$ cat src/rtl/sync_fifo_gen_pkg.sv
// Shared constants and helpers for the generic synchronous FIFO.
package sync_fifo_gen_pkg;

  // Read-mode selector values for the FWFT parameter.
  localparam bit FWFT_OFF = 1'b0;
  localparam bit FWFT_ON  = 1'b1;

  // Width of an occupancy counter able to hold 0..depth inclusive.
  function automatic int unsigned cnt_w(input int unsigned depth);
    return $clog2(depth + 1);
  endfunction

endpackage

$ cat src/rtl/sync_fifo_gen_mem.sv
// Simple dual-port storage: synchronous write, asynchronous read.
module sync_fifo_gen_mem #(
  parameter int unsigned Width = 16,
  parameter int unsigned Depth = 8,
  localparam int unsigned AddrW = $clog2(Depth)
) (
  input  logic             clk_i,
  input  logic             we_i,
  input  logic [AddrW-1:0] waddr_i,
  input  logic [Width-1:0] wdata_i,
  input  logic [AddrW-1:0] raddr_i,
  output logic [Width-1:0] rdata_o
);

  // Contents are deliberately not reset.
  logic [Width-1:0] mem_q [Depth];

  // Write port.
  always_ff @(posedge clk_i) begin
    if (we_i) begin
      mem_q[waddr_i] <= wdata_i;
    end
  end

  // Read port is combinational so FWFT can expose the head entry directly.
  assign rdata_o = mem_q[raddr_i];

endmodule

$ cat src/rtl/sync_fifo_gen.sv
// Generic single-clock FIFO: configurable width/depth (any depth >= 2), almost-flag
// thresholds, synchronous flush, occupancy count and optional first-word-fall-through.
module sync_fifo_gen
  import sync_fifo_gen_pkg::*;
#(
  parameter int unsigned FIFO_WIDTH = 16,
  parameter int unsigned FIFO_DEPTH = 8,
  parameter int unsigned AF_THRESH  = FIFO_DEPTH - 1,
  parameter int unsigned AE_THRESH  = 1,
  parameter bit          FWFT       = FWFT_OFF,
  localparam int unsigned CntW      = cnt_w(FIFO_DEPTH)
) (
  input  logic                  clk_i,
  input  logic                  rst_i,
  input  logic                  flush_i,
  input  logic                  wr_en_i,
  input  logic                  rd_en_i,
  input  logic [FIFO_WIDTH-1:0] data_in_i,
  output logic [FIFO_WIDTH-1:0] data_out_o,
  output logic                  rd_valid_o,
  output logic                  wr_ack_o,
  output logic                  overflow_o,
  output logic                  underflow_o,
  output logic                  full_o,
  output logic                  empty_o,
  output logic                  almostfull_o,
  output logic                  almostempty_o,
  output logic [CntW-1:0]       count_o
);

  localparam int unsigned PtrW = $clog2(FIFO_DEPTH);

  // Reject configurations whose flags or pointers would be meaningless.
  if (FIFO_DEPTH < 2) begin : gen_depth_chk
    $fatal(1, "sync_fifo_gen: FIFO_DEPTH must be at least 2");
  end
  if (AF_THRESH > FIFO_DEPTH) begin : gen_af_chk
    $fatal(1, "sync_fifo_gen: AF_THRESH must not exceed FIFO_DEPTH");
  end
  if (AE_THRESH >= FIFO_DEPTH) begin : gen_ae_chk
    $fatal(1, "sync_fifo_gen: AE_THRESH must be below FIFO_DEPTH");
  end

  logic [PtrW-1:0]       wr_ptr_q, wr_ptr_d;
  logic [PtrW-1:0]       rd_ptr_q, rd_ptr_d;
  logic [CntW-1:0]       count_q, count_d;
  logic [FIFO_WIDTH-1:0] data_out_q, data_out_d;
  logic                  rd_valid_q, rd_valid_d;
  logic                  wr_ack_q, wr_ack_d;
  logic                  overflow_q, overflow_d;
  logic                  underflow_q, underflow_d;

  logic                  full, empty;
  logic                  wr_accept, rd_accept;
  logic                  mem_we;
  logic [FIFO_WIDTH-1:0] mem_rdata;

  // Pointers wrap at FIFO_DEPTH-1 rather than at a power of two.
  function automatic logic [PtrW-1:0] ptr_inc(input logic [PtrW-1:0] ptr);
    return (ptr == PtrW'(FIFO_DEPTH - 1)) ? '0 : ptr + 1'b1;
  endfunction

  // Occupancy flags and transfer qualification.
  always_comb begin
    full      = (count_q == CntW'(FIFO_DEPTH));
    empty     = (count_q == '0);
    // A read in the same cycle frees the slot, so a full FIFO can still accept.
    wr_accept = wr_en_i && (!full || rd_en_i);
    rd_accept = rd_en_i && !empty;
    // Reset and flush both suppress the array write.
    mem_we    = wr_accept && !rst_i && !flush_i;
  end

  sync_fifo_gen_mem #(
    .Width (FIFO_WIDTH),
    .Depth (FIFO_DEPTH)
  ) u_mem (
    .clk_i   (clk_i),
    .we_i    (mem_we),
    .waddr_i (wr_ptr_q),
    .wdata_i (data_in_i),
    .raddr_i (rd_ptr_q),
    .rdata_o (mem_rdata)
  );

  // Next-state for pointers, occupancy, read data and the one-cycle status pulses.
  always_comb begin
    wr_ptr_d    = wr_ptr_q;
    rd_ptr_d    = rd_ptr_q;
    count_d     = count_q;
    data_out_d  = data_out_q;
    rd_valid_d  = 1'b0;
    wr_ack_d    = 1'b0;
    overflow_d  = 1'b0;
    underflow_d = 1'b0;

    if (flush_i) begin
      // Flush empties the FIFO but keeps the last read word visible.
      wr_ptr_d = '0;
      rd_ptr_d = '0;
      count_d  = '0;
    end else begin
      if (wr_accept) begin
        wr_ptr_d = ptr_inc(wr_ptr_q);
      end
      if (rd_accept) begin
        rd_ptr_d   = ptr_inc(rd_ptr_q);
        data_out_d = mem_rdata;
        rd_valid_d = 1'b1;
      end

      unique case ({wr_accept, rd_accept})
        2'b10:   count_d = count_q + 1'b1;
        2'b01:   count_d = count_q - 1'b1;
        default: count_d = count_q;
      endcase

      wr_ack_d    = wr_accept;
      overflow_d  = wr_en_i && !wr_accept;
      underflow_d = rd_en_i && empty;
    end
  end

  // State register with synchronous active-high reset; reset wins over flush and traffic.
  always_ff @(posedge clk_i) begin
    if (rst_i) begin
      wr_ptr_q    <= '0;
      rd_ptr_q    <= '0;
      count_q     <= '0;
      data_out_q  <= '0;
      rd_valid_q  <= 1'b0;
      wr_ack_q    <= 1'b0;
      overflow_q  <= 1'b0;
      underflow_q <= 1'b0;
    end else begin
      wr_ptr_q    <= wr_ptr_d;
      rd_ptr_q    <= rd_ptr_d;
      count_q     <= count_d;
      data_out_q  <= data_out_d;
      rd_valid_q  <= rd_valid_d;
      wr_ack_q    <= wr_ack_d;
      overflow_q  <= overflow_d;
      underflow_q <= underflow_d;
    end
  end

  // Output selection: FWFT exposes the head entry, otherwise the registered read word.
  always_comb begin
    if (FWFT == FWFT_ON) begin
      data_out_o = mem_rdata;
      rd_valid_o = !empty;
    end else begin
      data_out_o = data_out_q;
      rd_valid_o = rd_valid_q;
    end
    wr_ack_o      = wr_ack_q;
    overflow_o    = overflow_q;
    underflow_o   = underflow_q;
    full_o        = full;
    empty_o       = empty;
    almostfull_o  = (count_q >= CntW'(AF_THRESH));
    almostempty_o = (count_q <= CntW'(AE_THRESH));
    count_o       = count_q;
  end

  // Structural invariants: occupancy and pointers stay within the array.
  a_count_bound : assert property (@(posedge clk_i) disable iff (rst_i)
    count_q <= CntW'(FIFO_DEPTH));
  a_wr_ptr_bound : assert property (@(posedge clk_i) disable iff (rst_i)
    wr_ptr_q <= PtrW'(FIFO_DEPTH - 1));
  a_rd_ptr_bound : assert property (@(posedge clk_i) disable iff (rst_i)
    rd_ptr_q <= PtrW'(FIFO_DEPTH - 1));

endmodule
$ cat config.mk
export PLATFORM = sky130hd
export DESIGN_NAME = sync_fifo_gen
export DESIGN_NICKNAME = d
export VERILOG_FILES = /design/src/rtl/sync_fifo_gen_pkg.sv /design/src/rtl/sync_fifo_gen_mem.sv /design/src/rtl/sync_fifo_gen.sv
export SDC_FILE = /design/constraint.sdc
export NUM_CORES = 1
export LEC_CHECK = 0
export ABC_AREA = 1
export CAP_MARGIN = 20
export CORE_MARGIN = 1
export CORE_UTILIZATION = 40
export CTS_BUF_LIST = sky130_fd_sc_hd__clkbuf_4 sky130_fd_sc_hd__clkbuf_8
export DETAILED_ROUTE_END_ITERATION = 16
export GPL_TIMING_DRIVEN = 1
export PLACE_DENSITY = 0.59
export SLEW_MARGIN = 10
export SYNTH_ARGS = -nofsm -noshare
export SYNTH_HDL_FRONTEND = slang
export SYNTH_SLANG_ARGS = --single-unit
$ cat constraint.sdc
create_clock -name clk_i -period 4.5 [get_ports clk_i]
set_clock_uncertainty 0.1 [all_clocks]
set_input_delay 0.9 -clock clk_i [delete_from_list [all_inputs] [get_ports clk_i]]
set_output_delay 0.9 -clock clk_i [all_outputs]
set_load 0.01 [all_outputs]
After elaboration in Yosys (flattened, before gate mapping)
Memory sizes are Yosys's and may differ from the RTL's. A register that Yosys moved wholly into a read port is not among the register bits.
Index checks and enable logic that the tools add are counted.
Operators by class
  add/sub/neg operators: 4
  magnitude comparators: 2
  equal/unequal tests: 5
  muxes and demuxes: 6
  bitwise gates (word level): 1
  reductions and logical operators: 16
Operators with widths (number)
  one-hot mux 4 bit (2 select lines): 1
  adder 3 x 1 -> 3 bit (second input constant): 2
  equality test 3 bit (second input constant): 2
  logical AND 1 bit: 6
  two-way mux 3 bit: 2
  zero test 1 bit: 5
  adder 4 x 1 -> 4 bit (second input constant): 1
  equality test 4 bit (second input constant): 1
  greater-or-equal comparator 4 x 3 -> 1 bit (second input constant): 1
  <= comparator 4 x 1 -> 1 bit (second input constant): 1
  zero test 4 bit: 1
  subtractor 4 x 1 -> 4 bit (second input constant): 1
  two-way mux 1 bit: 3
  equality test 2 x 1 -> 1 bit (second input constant): 1
  equality test 2 bit (second input constant): 1
  AND reduction 2 bit: 1
  nonzero test 2 bit: 1
  OR reduction 2 bit: 1
  logical OR 1 bit: 1
  NOT 1 bit: 1
Word-level totals
  register bits after elaboration: 14
  bits in writable memories: 128
  input bits: 21
  output and inout bits: 28
  logic and storage cells: 42
  memories: 1
Memory list
  u_mem.mem_q: words 8, bits a word 16, read ports 1, clocked after memory_dff 1, wr ports 1, line sync_fifo_gen_mem.sv:16  | logic [Width-1:0] mem_q [Depth];

Depth between registers and ports, before layout
Gate-level depths: netlist of run 1.
  depth after elaboration: 8
  gate-level depth with buffers: 12
  mapped depth without buffers: 12

By module
Synthesis of run 1 repeated with hierarchy kept, for this count alone.
Second synthesis, totals
  cells, all modules: 774
  area, all modules: 7083.0 µm²
By module, submodules not included
  sync_fifo_gen_mem: times used 1, cells each 571, area an instance 5669.2 µm²
  sync_fifo_gen: times used 1, cells each 203, area an instance 1413.9 µm²

Worst setup path before layout of run 1
No wires, ideal clock.
  kind: input to register
  start point: input rst_i
  end point: memory u_mem.mem_q[0][0], enable pin
  setup time: 388 ps
  arrival: 2283 ps
  slack: 1728 ps
  stages on the path: 6
  cell sequence: buf_2 nor2_4 inv_1 nor2_1 nand2_1 nor2_1
On the way
  cells in the longest elaborated chain, start to end: 5
Ends and longest elaborated chain
  start: declaration: line sync_fifo_gen.sv:14  | input logic rst_i,
  zero test 1 bit: line sync_fifo_gen.sv:71  | mem_we = wr_accept && !rst_i && !flush_i;
  logical AND 1 bit (2 in series): line sync_fifo_gen.sv:71
  two-way mux 1 bit: line sync_fifo_gen_mem.sv:20  | if (we_i) begin
  two-way mux 1 bit (implied by the code): line sync_fifo_gen_mem.sv:21  | mem_q[waddr_i] <= wdata_i;
  end: declaration: line sync_fifo_gen_mem.sv:16
No other way between the ends.

Final worst setup path of run 1
  start point: register count_q[0] (netlist: count_o[0])
  end point: output empty_o
On the way
  cells in the longest elaborated chain, start to end: 1
Ends and longest elaborated chain
  start: declaration: line sync_fifo_gen.sv:46  | logic [CntW-1:0] count_q, count_d;
  start signal: assignment: line sync_fifo_gen.sv:138  | count_q <= count_d;
  zero test 4 bit: line sync_fifo_gen.sv:66  | empty = (count_q == '0);
  end: declaration: line sync_fifo_gen.sv:25  | output logic empty_o,
No other way between the ends.

==> qor.csv, run 1 <==
stage,metric,value,unit
outcome,outcome,"finished, final reports clean",
global_route,grt_overflow,0,
drt,wl,17.0,mm
synthesis,yosysWarningCount,0,
synthesis,ys_ff_latch,158,
worst_setup_path,startpoint,count_o[0],
synthesis,async_flop_share,0,%
global_route,grt_max_degree,45,
worst_setup_path,reg2reg_depth,4,
drt,drt_iter0_drc,477,
clock_network,cts_hold_buf,0,
global_route,first_global_vias,4325,
power,p_leak,3.17,nW
place,numPortBuffers,48,
power,power,2.83,mW
timing,rsz0062_at_grt,false,
cells_and_area,diodes,0,
clock_network,clk_path_buf_depth,2,
drt,wl_met2,7.56,mm
clock_network,cts-resized-gates,0,
drt,drc,0,
synthesis,synth.distinct_cells,23,
job,cap_violations,0,
drt,postRouteAntennaNets,0,
timing,finalSetupViolCount,0,
worst_setup_path,setup.worst_path.start_class,register,
cells_and_area,nets,743,
synthesis,synth_edf_count,128,
synthesis,synth_flop_cell,edfxtp_1,
synthesis,syn_inst,660,
synthesis,avgSynthCellArea,10.1,sq um
min_path,min_path_cells,2,
clock_network,clk_latency,0.46,ns
timing,worst_slew_pin_slew,0.773,ns
synthesis,ys_seq_area_share,66.6,%
drt,top_layer,met4,
die,initial_utilization,41.5,%
min_path,hp-start,data_out_o[7],
place,place_congestion,0.943,
die,io_pins,49,
worst_setup_path,worstSetupPathType,reg -> out,
clock_network,cts-root-buf,clkbuf_8,
worst_setup_path,end_kind,output port,
clock_network,post-cts-setup-buffers,0,
die,fp.coreArea,0.0161,sq mm
worst_setup_path,required,3.50,ns
die,row_count,46,
drt,wl_per_cell,18.1,um
worst_setup_path,arrival,1.89,ns
timing,slew_viol_final,0,
synthesis,synth_nets,690,
clock_network,clkTransAtPathRegs,0.08,ns
global_route,grt_pass1_wl,26.0,mm
timing,fin_crit_sh,64.3,%
power,power_density,364,mW/mm^2
clock_network,cts_tree,built,
die,die_y,131,um
drt,via_count,4538,
clock_network,htreeDepth,4,
cells_and_area,syn_to_final_growth,16.6,%
die,die_x,131,um
timing,max_freq,346,MHz
place,dp_hpwl,11.1,mm
timing,finalHoldViolCount,0,
die,design.die.area,0.0172,sq mm
drt,firstDrtPassIters,5,
worst_setup_path,path_max_fanout,5,
min_path,hold_path.class,reg -> reg,
global_route,antenna_found_initial,0,
timing,finalCriticalPeriod,2.89,ns
power,vdd_drop_max,191,uV
global_route,track_usage,21.0,%
synthesis,synth_area,0.00667,sq mm
clock_network,cts_sinks,158,
cells_and_area,mostFrequentLayoutCell,nand2_1,
drt,vias_per_cell,4.82,
cells_and_area,drive_gt1_share,7.30,%
drt,route.met3.wl,1.35,mm
drt,m1WireLength,7.78,mm
cells_and_area,final_cell_mix,"nand2_1 (188), edfxtp_1 (128), inv_1 (112)",
clock_network,cts_buffers,17,
timing,relSlewSlack,48.4,%
worst_setup_path,timing.rr.start,rd_ptr_q[2],
timing,tns,0,ns
[final cells by class]
class,count,area [sq um]
fillers,1450,8280
flip-flops and latches,158,4450
multi-input cells,358,1650
repair buffers,62,593
inverters,116,435
well taps,216,270
clock buffers,20,269
clock inverters,12,119
[cell families (layout without fill, tap and decap cells)]
kind of cell	after synthesis	count (layout)	share of synthesized area, %
simple gates	312	312	20.1
compound gates	36	36	2.78
xor+xnor	1	1	0.131
flops	158	158	66.6
fa+ha+maj	9	9	1.69
buf+inv	144	210	8.69
[cell usage after synthesis, types with 2 or more instances]
cell type / n / area share [%]
o21ai_0: 8 / 0.60
a21oi_1: 26 / 2.0
ha_1: 9 / 1.7
clkbuf_1: 7 / 0.39
nor3_1: 3 / 0.23
nor2_1: 18 / 1.0
nand4_1: 2 / 0.19
inv_2: 2 / 0.11
nand3_1: 96 / 7.2
dfxtp_1: 30 / 9.0
buf_2: 19 / 1.4
a211oi_1: 2 / 0.23
inv_1: 113 / 6.4
nand2_1: 188 / 11
buf_6: 2 / 0.34
edfxtp_1: 128 / 58
[metal layers]
metal  up-vias  track usage [%]
li1       2237                -
met1      2113             28.9
met2       161             30.3
met3        27             6.71
met4         0             8.95
met5         -                0
[flip-flops by register name, summed over array words and instances (netlist names)]
signal and count:
underflow_o 1, wr_ptr_q 3, u_mem.mem_q 128, wr_ack_o 1, count_o 4, overflow_o 1
rd_valid_o 1, rd_ptr_q 3, data_out_o 16
[path summary, 6_finish.rpt]
kind,end,slack [ns]
worst min-delay path,data_out_o[7],0.37
worst min register to register,data_out_o[7],0.37
worst max register to register,data_out_o[4],2.16
worst max-delay path,empty_o,1.61
[power by group]
group | switching (mW) | leakage [nW] | internal, mW
Clock | 0.518 | 0.191 | 0.520
Combinational | 0.120 | 1.58 | 0.0666
Sequential | 0.0132 | 1.40 | 1.59
Total | 0.651 | 3.17 | 2.18
[worst max-delay path, cell delays in order, from the launching register on]
cell,delay (ns)
dfxtp_1,0.35
inv_1,0.13
ha_1,0.21
nand3_2,0.13
inv_1,0.08
clkdlybuf4s50_1,0.53
[metrics by stage]
| stage | hold slack [ns] | worst slack, ns | cell area [sq um] | util (%) | cells |
|---|---|---|---|---|---|
| 4_1_cts | 0.374 | 1.56 | 7760 | 48.3 | 941 |
| 6_report | 0.370 | 1.61 | 7780 | 48.4 | 942 |
| 3_3_place_gp | 0.362 | 1.36 | 7380 | 45.9 | 909 |
| 5_1_grt | 0.401 | 1.44 | 7780 | 48.4 | 942 |
| 3_5_place_dp | 0.359 | 1.34 | 7380 | 45.9 | 909 |
| 2_1_floorplan | 0.374 | 1.73 | 6670 | - | 660 |
Power figures use the tool's default switching activity.
==> run 2, diff against run 1 <==
--- a/config.mk
+++ b/config.mk
@@ -12,7 +12,7 @@
 export CTS_BUF_LIST = sky130_fd_sc_hd__clkbuf_4 sky130_fd_sc_hd__clkbuf_8
 export DETAILED_ROUTE_END_ITERATION = 16
 export GPL_TIMING_DRIVEN = 1
-export PLACE_DENSITY = 0.59
+export PLACE_DENSITY = 0.61
 export SLEW_MARGIN = 10
 export SYNTH_ARGS = -nofsm -noshare
 export SYNTH_HDL_FRONTEND = slang
==> constraint.sdc (replaced) <==
create_clock -name clk_i -period 2.4 [get_ports clk_i]
set_clock_uncertainty 0.1 [all_clocks]
set_input_delay 0.48 -clock clk_i [delete_from_list [all_inputs] [get_ports clk_i]]
set_output_delay 0.48 -clock clk_i [all_outputs]
set_load 0.01 [all_outputs]
==> run 2 against run 1 <==
Non-clock buffer count rose by 16; first-iteration DRC count fell by 15%; total power rose by 86%; global-route usage fell by 2.1 points; flip-flop and latch count did not move; die area did not move; largest power group unchanged.
==> qor.csv, run 2 (synthesis results as in run 1) <==
stage,metric,value,unit,change
die,fp.coreArea,0.0161,sq mm,unchanged
worst_setup_path,cp_cell_sequence,"inv_2, ha_1, nand3_2, inv_1, dlygate4sd2_1",,"was inv_1, ha_1, nand3_2, inv_1, clkdlybuf4s50_1"
drt,firstDrtPassIters,4,,was 5
timing,finalCriticalPeriod,2.14,ns,
timing,slew_viol_final,0,,unchanged
drt,route.met3.wl,707,um,was 1.35 mm
die,die_x,131,um,unchanged
die,die_y,131,um,unchanged
timing,finalHoldViolCount,0,,unchanged
cells_and_area,mostFrequentLayoutCell,nand2_1,,unchanged
worst_setup_path,path_delay_family,buffers and inverters,,unchanged
drt,top_layer,met4,,unchanged
worst_setup_path,critPathSlowestCell,dfxtp_2,,was clkdlybuf4s50_1
global_route,grt_pass1_wl,23.9,mm,was 26.0 mm
place,placed_area,0.00752,sq mm,was 0.00738 sq mm
clock_network,cts_buffers,17,,unchanged
drt,drc,0,,unchanged
timing,finalSetupViolCount,0,,unchanged
worst_setup_path,required,1.82,ns,was 3.50 ns
global_route,grt_overflow,0,,unchanged
worst_setup_path,path_max_fanout,5,,unchanged
global_route,first_global_vias,4464,,was 4325
place,dp_hpwl,10.3,mm,was 11.1 mm
cells_and_area,nets,759,,was 743
worst_setup_path,timing.rr.start,count_o[0],,was rd_ptr_q[2]
cells_and_area,largest_reg_flops,128,,unchanged
worst_setup_path,ff2ff_setup_slack,0.29,ns,was 2.16 ns
outcome,outcome,"finished, final reports clean",,unchanged
timing,rsz0062_at_grt,false,,unchanged
worst_setup_path,setup.worst_path.start_class,register,,unchanged
place,dp.cells,926,,was 909
cells_and_area,fin_cells,958,,was 942
worst_setup_path,reg2reg_depth,10,,was 4
place,numPortBuffers,48,,unchanged
min_path,min_path_cells,2,,unchanged
clock_network,clk_path_buf_depth,2,,unchanged
die,row_count,46,,unchanged
die,design.die.area,0.0172,sq mm,unchanged
global_route,grt_max_degree,35,,was 45
worst_setup_path,crit_buf_inv,3,,unchanged
clock_network,cts_sinks,158,,unchanged
cells_and_area,drive_gt1_share,9.57,%,was 7.30%
global_route,antenna_found_initial,0,,unchanged
cells_and_area,syn_to_final_growth,18.4,%,was 16.6%
place,place_congestion,0.846,,was 0.943
clock_network,cts_hold_buf,0,,unchanged
worst_setup_path,r2r-end,u_mem.mem_q[1][0],,was data_out_o[4]
drt,wl_per_cell,16.1,um,was 18.1 um
drt,postRouteAntennaNets,0,,unchanged
power,power_density,666,mW/mm^2,was 364 mW/mm^2
min_path,hold_path.class,reg -> reg,,unchanged
clock_network,clkTransAtPathRegs,0.08,ns,about the same
clock_network,clk_latency,0.45,ns,was 0.46 ns
clock_network,htreeDepth,4,,unchanged
power,p_leak,3.29,nW,was 3.17 nW
drt,m1WireLength,6.62,mm,was 7.78 mm
clock_network,cts_tree,built,,unchanged
clock_network,cts-root-buf,clkbuf_8,,unchanged
clock_network,post-cts-setup-buffers,0,,unchanged
timing,worst_slew_pin_slew,0.610,ns,was 0.773 ns
cells_and_area,diodes,0,,unchanged
job,cap_violations,0,,unchanged
drt,via_count,4522,,was 4538
timing,max_freq,468,MHz,
timing,relSlewSlack,59.1,%,was 48.4%
min_path,hp-start,data_out_o[0],,was data_out_o[7]
worst_setup_path,arrival,1.56,ns,was 1.89 ns
worst_setup_path,startpoint,count_o[0],,unchanged
global_route,track_usage,18.8,%,was 21.0%
cells_and_area,top_register,u_mem.mem_q,,unchanged
timing,fin_crit_sh,89.0,%,
worst_setup_path,worstSetupPathType,reg -> out,,unchanged
cells_and_area,final_cell_mix,"nand2_1 (188), edfxtp_1 (128), inv_1 (110)",,"was nand2_1 (188), edfxtp_1 (128), inv_1 (112)"
drt,vias_per_cell,4.72,,was 4.82
min_path,whs_endpoint,data_out_o[0],,was data_out_o[7]
drt,wl,15.4,mm,was 17.0 mm
worst_setup_path,slowest_delay,0.37,ns,was 0.53 ns
worst_setup_path,end_kind,output port,,unchanged
power,vdd_drop_max,353,uV,was 191 uV
cells_and_area,final_area,0.00790,sq mm,was 0.00778 sq mm
die,io_pins,49,,unchanged
die,initial_utilization,41.5,%,unchanged
drt,wl_met2,7.85,mm,was 7.56 mm
drt,drt_iter0_drc,407,,was 477
-- run 2: cell count changes in the layout (fill, tap and decap cells not counted), moves of 2 or more --
cell	change
buf_4	+16
clkbuf_4	+4
clkdlybuf4s50_1	-4
clkinv_1	+2
clkinv_2	-2
clkinvlp_4	-3
dfxtp_1	-2
dfxtp_2	+2
dlygate4sd2_1	+3
inv_1	-2
inv_2	+2
-- run 2: how the worst max path moves through the flow --
stage	slack [ns]	depth (start not counted)	endpoint
2_1_floorplan	-0.12	9	u_mem.mem_q[0][0]
3_3_place_gp	0.04	8	u_mem.mem_q[1][12]
3_5_place_dp	0.01	8	u_mem.mem_q[1][0]
4_1_cts	0.04	4	almostfull_o
5_1_grt	0.12	10	u_mem.mem_q[1][0]
6_report	0.26	5	empty_o
-- run 2: final cells by class --
class | instances | area, sq um
clock inverter | 9 | 93.8
clock buffer | 23 | 285
multi-input combinational | 358 | 1650
timing repair buffer | 78 | 717
fill | 1453 | 8160
tap | 216 | 270
sequential | 158 | 4450
inverter | 116 | 435
-- run 2: routing by layer --
metal  track usage (%)  vias up
met5                 0        -
met4              6.80        0
met3              4.36       14
met2              32.8       92
met1              22.7     2145
li1                  -     2271
-- run 2: what timing repair did --
item | in CTS | in global routing
gates cloned | 0 | 0
resized for setup | 7 | 1
endpoints found under the setup margin | 4 | 1
-- run 2: where the power goes --
part | total (mW) | internal (mW) | leakage, nW | switching, mW
clock network | 1.90 | 0.992 | 0.197 | 0.911
logic | 0.351 | 0.131 | 1.69 | 0.220
registers | 3.00 | 2.99 | 1.40 | 0.0163
total | 5.26 | 4.11 | 3.29 | 1.15
-- run 2: per-stage QoR --
step | setup TNS, ns | hold slack (ns) | utilization (%) | worst slack, ns | power, mW
floorplan | -15.98 | 0.374 | - | -0.125 | 3.24
global placement | 0 | 0.352 | 46.8 | 0.0364 | 3.42
detailed placement | 0 | 0.355 | 46.8 | 0.0101 | 3.42
CTS | 0 | 0.367 | 49.2 | 0.0377 | 5.29
global route | 0 | 0.395 | 49.2 | 0.121 | 5.43
finish | 0 | 0.366 | 49.2 | 0.264 | 5.26
-- run 2: tightest hold or removal path, cell delays in order (launching register included) --
cell and delay (ns):
dfxtp_1 0.31, nand2_1 0.06, a21oi_1 0.05
==> run 3, diff against run 2 <==
--- a/config.mk
+++ b/config.mk
@@ -13,6 +13,7 @@
 export DETAILED_ROUTE_END_ITERATION = 16
 export GPL_TIMING_DRIVEN = 1
 export PLACE_DENSITY = 0.61
+export SKIP_LAST_GASP = 1
 export SLEW_MARGIN = 10
 export SYNTH_ARGS = -nofsm -noshare
 export SYNTH_HDL_FRONTEND = slang
==> constraint.sdc (replaced) <==
create_clock -name clk_i -period 2.4 [get_ports clk_i]
set_clock_uncertainty 0.1 [all_clocks]
set_input_delay 0.48 -clock clk_i [delete_from_list [all_inputs] [get_ports clk_i]]
set_output_delay 0.48 -clock clk_i [all_outputs]
set_load 0.1 [all_outputs]
==> run 3 against run 2 <==
Clock power increased by 15%; sequential share of layout area is 1.1 points lower; worst hold slack hardly changed; register-to-register slack worse by 0.06 ns; cell count fell by 0.84%; maximum frequency shrank 1.4%; combinational power grew 39%; routed wire length fell by 5.9%; sequential power barely moved; setup slack worse by 0.031 ns.
==> qor.csv, run 3 (synthesis results as in run 1) <==
stage,metric,value,unit,change
outcome,outcome,"finished, final reports clean",,unchanged
global_route,first_global_vias,4471,,was 4464
place,dp.cells,918,,was 926
timing,worst_slew_pin_slew,0.656,ns,was 0.610 ns
cells_and_area,syn_to_final_growth,21.1,%,was 18.4%
place,numPortBuffers,48,,unchanged
die,row_count,46,,unchanged
cells_and_area,diodes,0,,unchanged
cells_and_area,nets,751,,was 759
min_path,min_path_cells,2,,unchanged
timing,worst_slack,0.233,ns,was 0.264 ns
global_route,grt_overflow,0,,unchanged
drt,wl,14.5,mm,was 15.4 mm
worst_setup_path,path_max_fanout,16,,was 5
power,power,5.67,mW,was 5.26 mW
timing,finalSetupViolCount,0,,unchanged
place,place_congestion,0.825,,was 0.846
clock_network,clkTransAtPathRegs,0.08,ns,about the same
cells_and_area,top_register,u_mem.mem_q,,unchanged
cells_and_area,final_cell_mix,"nand2_1 (187), edfxtp_1 (128), inv_1 (110)",,"was nand2_1 (188), edfxtp_1 (128), inv_1 (110)"
drt,firstDrtPassIters,5,,was 4
die,design.die.area,0.0172,sq mm,unchanged
timing,fin_crit_sh,90.3,%,was 89.0%
die,io_pins,49,,unchanged
global_route,grt_pass1_wl,23.4,mm,was 23.9 mm
place,dp_hpwl,9.24,mm,was 10.3 mm
die,die_x,131,um,unchanged
clock_network,cts_tree,built,,unchanged
global_route,antenna_found_initial,0,,unchanged
clock_network,htreeDepth,4,,unchanged
timing,finalCriticalPeriod,2.17,ns,was 2.14 ns
clock_network,cts_hold_buf,0,,unchanged
drt,drc,0,,unchanged
drt,postRouteAntennaNets,0,,unchanged
worst_setup_path,r2r-end,u_mem.mem_q[2][0],,was u_mem.mem_q[1][0]
timing,relSlewSlack,56.0,%,was 59.1%
drt,wl_per_cell,15.3,um,was 16.1 um
worst_setup_path,cp-endpoint,u_mem.mem_q[2][0],,was empty_o
power,p_int,4.37,mW,was 4.11 mW
power,power.share.clock,38.5,%,was 36.2%
timing,max_freq,461,MHz,was 468 MHz
power,seqPwrFrac,52.9,%,was 57.1%
place,dp_slack,-0.0167,ns,was 0.0101 ns
global_route,track_usage,18.1,%,was 18.8%
timing,rsz0062_at_grt,false,,unchanged
clock_network,cts-root-buf,clkbuf_8,,unchanged
power,power_switching,1.29,mW,was 1.15 mW
worst_setup_path,required,2.46,ns,was 1.82 ns
worst_setup_path,setup.worst_path.start_class,register,,unchanged
cells_and_area,largest_reg_flops,128,,unchanged
timing,finalHoldViolCount,0,,unchanged
die,initial_utilization,41.5,%,unchanged
global_route,grt_max_degree,67,,was 35
die,die_y,131,um,unchanged
min_path,hold_path.class,reg -> reg,,unchanged
drt,via_count,4522,,unchanged
power,p_comb_share,8.6,%,was 6.7%
power,p_leak,3.34,nW,was 3.29 nW
clock_network,cts_buffers,17,,unchanged
drt,vias_per_cell,4.76,,was 4.72
cells_and_area,mostFrequentLayoutCell,nand2_1,,unchanged
worst_setup_path,timing.rr.start,count_o[0],,unchanged
worst_setup_path,arrival,2.23,ns,was 1.56 ns
power,power_density,702,mW/mm^2,was 666 mW/mm^2
clock_network,clk_path_buf_depth,2,,unchanged
worst_setup_path,end_kind,register,,was output port
timing,slew_viol_final,0,,unchanged
clock_network,post-cts-setup-buffers,0,,unchanged
drt,drt_iter0_drc,323,,was 407
worst_setup_path,startpoint,count_o[0],,unchanged
worst_setup_path,ff2ff_setup_slack,0.23,ns,was 0.29 ns
clock_network,clk_latency,0.46,ns,was 0.45 ns
cells_and_area,drive_gt1_share,14.4,%,was 9.57%
power,vdd_drop_max,376,uV,was 353 uV
timing,tns,0,ns,unchanged
clock_network,cts-resized-gates,0,,was 7
job,cap_violations,0,,unchanged
die,fp.coreArea,0.0161,sq mm,unchanged
cells_and_area,fin_cells,950,,was 958
worst_setup_path,worstSetupPathType,reg -> reg,,was reg -> out
clock_network,cts_sinks,158,,unchanged
worst_setup_path,reg2reg_depth,10,,unchanged
power,swShare,22.8,%,was 21.8%
run 3: area by class of cell:
class | count | area, sq um
Clock buffer | 19 | 249
Fill cell | 1434 | 7980
Inverter | 116 | 435
Multi-Input combinational cell | 358 | 1730
Tap cell | 216 | 270
Clock inverter | 13 | 195
Timing Repair Buffer | 70 | 738
Sequential cell | 158 | 4460
run 3: power groups by stage:
stage               logic [mW]  registers (mW)  clock network (mW)
floorplan                0.214            3.16                   0
global placement         0.485            3.06                   0
detailed placement       0.491            3.06                   0
CTS                      0.493            3.00                2.21
global route             0.527            3.00                2.33
finish                   0.488            3.00                2.18
run 3: worst min path at each step:
stage / start / end / slack (ns)
floorplan: wr_ptr_q[0] / wr_ptr_q[0] / 0.37
global placement: data_out_o[13] / data_out_o[13] / 0.36
detailed placement: data_out_o[13] / data_out_o[13] / 0.36
CTS: data_out_o[13] / data_out_o[13] / 0.37
global route: data_out_o[6] / data_out_o[6] / 0.39
finish: data_out_o[13] / data_out_o[13] / 0.37
run 3: stage by stage:
stage	hold WS [ns]	instance area [sq um]	utilization (%)
detailed placement	0.356	7630	47.5
global route	0.391	8080	50.3
floorplan	0.374	6770	-
CTS	0.368	8080	50.3
finish	0.366	8080	50.3
global placement	0.356	7630	47.5
run 3: routing by layer:
metal	routed length (um)	part of all wire (%)	GRT usage, %	vias to the layer above
met4	256	1.8	7.32	0
met3	590	4.1	3.94	19
met5	0	0	0	-
li1	-	-	-	2258
met1	6310	44	22.3	2153
met2	7350	51	30.9	92
run 3: worst max-delay path, stage by stage, from the launching register on:
cell	delay [ns]
dfxtp_4	0.38
inv_2	0.06
ha_1	0.22
nand2_1	0.11
nor2_4	0.06
nand2_2	0.09
nand2_4	0.08
nor2_1	0.16
nand2_1	0.25
nor2_4	0.18
buf_12	0.19
==> RTL edit 1: new RTL, settings of run 2 <==
Set the parameter `FIFO_DEPTH` to 16 (it was 8).
--- a/src/rtl/sync_fifo_gen.sv
+++ b/src/rtl/sync_fifo_gen.sv
@@ -5,5 +5,5 @@
 #(
   parameter int unsigned FIFO_WIDTH = 16,
-  parameter int unsigned FIFO_DEPTH = 8,
+  parameter int unsigned FIFO_DEPTH = 16,
   parameter int unsigned AF_THRESH  = FIFO_DEPTH - 1,
   parameter int unsigned AE_THRESH  = 1,
Interface: changed (resized count_o); port bits go from 49 to 50. No check against the original RTL was run, so the function may have changed too.
==> RTL edit 1 against run 2 <==
Wire length up 110%; total power increased by 110%; sequential cell count is 131 higher; synthesized area is 88% higher; final area is 89% higher; worst setup slack worse by 0.096 ns; worst hold slack better by 0.058 ns; first-iteration DRC count up 50%; critical path type unchanged.
==> RTL edit 1: results (changes against run 2) <==
standby leakage power 6.260 nW (was 3.286 nW); combinational cell fraction of total power 7.6% (was 6.7%); fraction of the yosys area taken by sequential cells 66.70% (was 66.63%); first-pass detailed-route iteration total 5 (was 4); count of flip-flops with a built-in enable after synthesis 256 (was 128); mean cell area of the mapped netlist 10.02 sq um (was 10.11 sq um); Vias per Instance 4.812 (was 4.720); placed cell count 1702 (was 926); sequential share of power 51.2% (was 57.1%); gr usage total 20.44% (was 18.85%); met3 wire length 1.845 mm (was 707 um); worst setup path end almostfull_o (was empty_o); CTS H-tree depth 2 (was 4); pin count of the biggest net entering global routing 132 (was 35); global routing usage on met1 27.48% (was 22.74%); GP Congestion 0.8417 (was 0.8458); Final #Nets 1389 (was 759); Max Fclk 448.0 MHz (was 468.1 MHz); kind of cell adding the most delay to the critical path flip-flops (was buffers and inverters); IO buf count 49 (was 48); status complete, no violations (unchanged); synth top area cells edfxtp_1 61%, nand2_1 10%, nand3_1 7.3%, inv_1 6.4%, dfxtp_1 5.3% (was edfxtp_1 58%, nand2_1 11%, dfxtp_1 9.0%, nand3_1 7.2%, inv_1 6.4%); number of global-route vias before repair 8252 (was 4464); worst relative slew slack 57.23% (was 59.10%); routed length on met2 15.18 mm (was 7.847 mm); number of buffers added by the clock tree synthesis step 48 (was 17); global routing usage on met3 3.350% (was 4.360%); arithmetic-cell share of the synthesized area counting full adders, half adders and majority gates 1.100% (was 1.688%)
-- RTL edit 1: cell count changes in the layout (fill, tap and decap cells not counted), moves of 6 or more --
cell      delta
buf_12      +18
edfxtp_1   +128
nor2_2      +14
nand3_1     +87
clkinv_2     +6
a21oi_1     -15
nor2_1      +57
clkbuf_4    +15
o21ai_0     +16
inv_1      +102
clkbuf_8    +34
buf_4       +17
nand2_1    +157
-- RTL edit 1: area by class of cell --
cell class	count	area (sq um)
inverters	220	827.0
multi-input cells	684	3075
well taps	396	495.5
clock buffers	72	865.8
repair buffers	114	1204
clock inverters	16	127.6
fillers	2874	15720
flip-flops and latches	289	8356
-- RTL edit 1: timing repair --
item / CTS / global route
resized for setup: 11 / 5
endpoints found under the setup margin: 4 / 2
setup buffers: 1 / 0
-- RTL edit 1: worst min-delay path, delay by kind of cell, from the launching register on --
kind | cells | cell delay, ns
DFF | 1 | 0.32
and+or+nand+nor | 1 | 0.09
AOI/OAI and AO/OA | 1 | 0.08
==> RTL edit 2: new RTL, settings of run 2 <==
Without the edit above. `data_out_q` no longer has a reset.
--- a/src/rtl/sync_fifo_gen.sv
+++ b/src/rtl/sync_fifo_gen.sv
@@ -128,5 +128,4 @@
       rd_ptr_q    <= '0;
       count_q     <= '0;
-      data_out_q  <= '0;
       rd_valid_q  <= 1'b0;
       wr_ack_q    <= 1'b0;
@@ -137,5 +136,4 @@
       rd_ptr_q    <= rd_ptr_d;
       count_q     <= count_d;
-      data_out_q  <= data_out_d;
       rd_valid_q  <= rd_valid_d;
       wr_ack_q    <= wr_ack_d;
@@ -143,4 +141,8 @@
       underflow_q <= underflow_d;
     end
+  end
+
+  always_ff @(posedge clk_i) begin
+    data_out_q <= data_out_d;
   end
 
Formal check against the unedited RTL: differs if rst_i is asserted again (counterexample within 4 cycles, from zero or initial values and one cycle with rst_i high); with rst_i held inactive, the same outputs for 10 cycles.
==> RTL edit 2 against run 2 <==
Sequential cell count stayed put; total power fell by 1.6%; worst setup slack got worse by 0.15 ns; utilization increased by 0.063 points; synthesized area shrank 4.1%; wire length down 17%; critical endpoint is now almostfull_o; clock power is 6% lower; via count fell by 10%; final area is 3.8% lower.
==> RTL edit 2: results (changes against run 2) <==
YS warnings 0 (unchanged); number of global-route vias before repair 4000 (was 4464); IO buf count 48 (unchanged); class of the worst hold path flop to flop (unchanged); status complete, no violations (unchanged); Vias 4058 (was 4522); cell area after placement 7233 sq um (was 7516 sq um); critical register-to-register path startpoint count_o[0]$_SDFFE_PP0P_ (unchanged); wire length per cell after detailed routing 14.98 um (was 16.09 um); first-pass detailed-route iteration total 4 (unchanged); CP max stage delay 0.53 ns (was 0.37 ns); CP Launch Point count_o[2]$_SDFFE_PP0P_ (was count_o[0]$_SDFFE_PP0P_); DRC marker count from the first detailed-route iteration 334 (was 407); count of flip-flops with a built-in enable after synthesis 144 (was 128); minimum setup slack among reg-to-reg paths 0.42 ns (was 0.29 ns); GP Congestion 0.8723 (was 0.8458); worst setup path end almostfull_o (was empty_o); fraction of the yosys area taken by sequential cells 72.00% (was 66.63%); layout cell share with drive strength beyond 1 9.457% (was 9.569%); wire length of the first global-routing pass 20.81 mm (was 23.95 mm); number of antenna violations at the first check in global routing 0 (unchanged); Synth Area in Compound Gates 5.987% (was 2.776%); number of nets in the synthesized netlist 598 (was 690); pin count of the biggest net entering global routing 68 (was 35); slowest cell on the critical path clkdlybuf4s50_1 (was dfxtp_2); clock edge transition at the registers on the reported setup and hold paths 0.08 ns (about the same); critical register-to-register path endpoint count_o[3]$_SDFFE_PP0P_ (was u_mem.mem_q[1][0]$_DFFE_PP_); detailed-placement wirelength estimate 7.906 mm (was 10.32 mm); kind of cell adding the most delay to the critical path buffers and inverters (unchanged); worst vdd ir 0.3461 mV (was 0.3528 mV); Commonest cells post-synth 164 x nor2_1, 144 x edfxtp_1, 101 x nand2_1, 35 x o21ai_0, 34 x o21ai_1 (was 188 x nand2_1, 128 x edfxtp_1, 113 x inv_1, 96 x nand3_1, 30 x dfxtp_1); synth top area cells edfxtp_1 68%, nor2_1 9.6%, nand2_1 5.9%, dfxtp_1 4.4%, o21ai_0 2.7% (was edfxtp_1 58%, nand2_1 11%, dfxtp_1 9.0%, nand3_1 7.2%, inv_1 6.4%); worst relative slew slack 33.25% (was 59.10%); Final #Nets 662 (was 759); arithmetic-cell share of the synthesized area counting full adders, half adders and majority gates 1.761% (was 1.688%); count of max-cap constraint violations 0 (unchanged); CTS H-tree depth 4 (unchanged); portion of netlist area occupied by mux cells 0% (unchanged); xor/xnor share of the synthesized area 0.1370% (was 0.1313%); gr usage total 17.20% (was 18.85%); distinct cell type count after synthesis 20 (was 23); standby leakage power 2.787 nW (was 3.286 nW); endpoint arrival time on the critical path 1.70 ns (was 1.56 ns); fill count 1375 (was 1453)
==> RTL edit 2: cell count changes after synthesis, moves of 27 or more <==
| cell | run 2 | this run |
|---|---|---|
| nand3_1 | 96 | 10 |
| inv_1 | 113 | 19 |
| nor2_1 | 18 | 164 |
| o21ai_0 | 8 | 35 |
| nand2_1 | 188 | 101 |
| o21ai_1 | 0 | 34 |
==> RTL edit 2: cell families (layout without fill, tap and decap cells) <==
| kind of cell | Yosys count | count (layout) |
|---|---|---|
| DFF | 158 | 158 |
| adders and majority gates | 9 | 9 |
| and+or+nand+nor | 279 | 279 |
| xor gates and xnor gates | 1 | 1 |
| buffers and inverters | 45 | 122 |
| AOI/OAI and AO/OA | 76 | 76 |
==> RTL edit 2: stage by stage <==
step | power (mW) | std cells | setup WS [ns] | util, %
6_report | 5.172 | 856 | 0.1165 | 49.24
5_1_grt | 5.378 | 856 | 0.01201 | 49.24
4_1_cts | 5.223 | 856 | 0.01160 | 49.21
3_5_place_dp | 3.466 | 824 | 0.1828 | 46.89
3_3_place_gp | 3.457 | 824 | 0.2194 | 46.89
2_1_floorplan | 3.303 | 568 | 0.05082 | -
==> RTL edit 2: routing by layer <==
layer	GRT usage (%)	share of wire [%]	routed length, um	up-vias
li1	-	-	-	2053
met1	21.14	45	5781	1922
met2	28.87	50	6368	66
met3	4.657	3.3	419	17
met4	6.851	2.0	251	0
met5	0	0	0	-
==> RTL edit 2: how the worst min path moves through the flow <==
| stage | from | slack (ns) | to | depth (start not counted) |
|---|---|---|---|---|
| after floorplan | wr_ptr_q[0]$_SDFFE_PP0P_ | 0.45 | wr_ptr_q[0]$_SDFFE_PP0P_ | 2 |
| after global placement | wr_ptr_q[0]$_SDFFE_PP0P_ | 0.48 | wr_ptr_q[0]$_SDFFE_PP0P_ | 2 |
| after detailed placement | u_mem.mem_q[1][12]$_DFFE_PP_ | 0.50 | data_out_o[12]$_DFFE_PP_ | 4 |
| after CTS | count_o[0]$_SDFFE_PP0P_ | 0.45 | count_o[0]$_SDFFE_PP0P_ | 2 |
| after global routing | count_o[0]$_SDFFE_PP0P_ | 0.49 | count_o[0]$_SDFFE_PP0P_ | 2 |
| final | count_o[0]$_SDFFE_PP0P_ | 0.45 | count_o[0]$_SDFFE_PP0P_ | 2 |
==> RTL edit 2: report_power, final <==
group          internal [mW]  switching [mW]  total (mW)
logic                  0.137           0.208       0.345
registers               3.03          0.0169        3.05
clock network          0.807           0.969        1.78
total                   3.98            1.19        5.17
==> RTL edit 2: area by class of cell <==
class	count	area share [%]
Sequential cell	158	60.70
Multi-Input combinational cell	365	20.84
Timing Repair Buffer	70	9.323
Tap cell	211	3.476
Clock buffer	17	3.080
Clock inverter	15	1.598
Inverter	20	0.9883
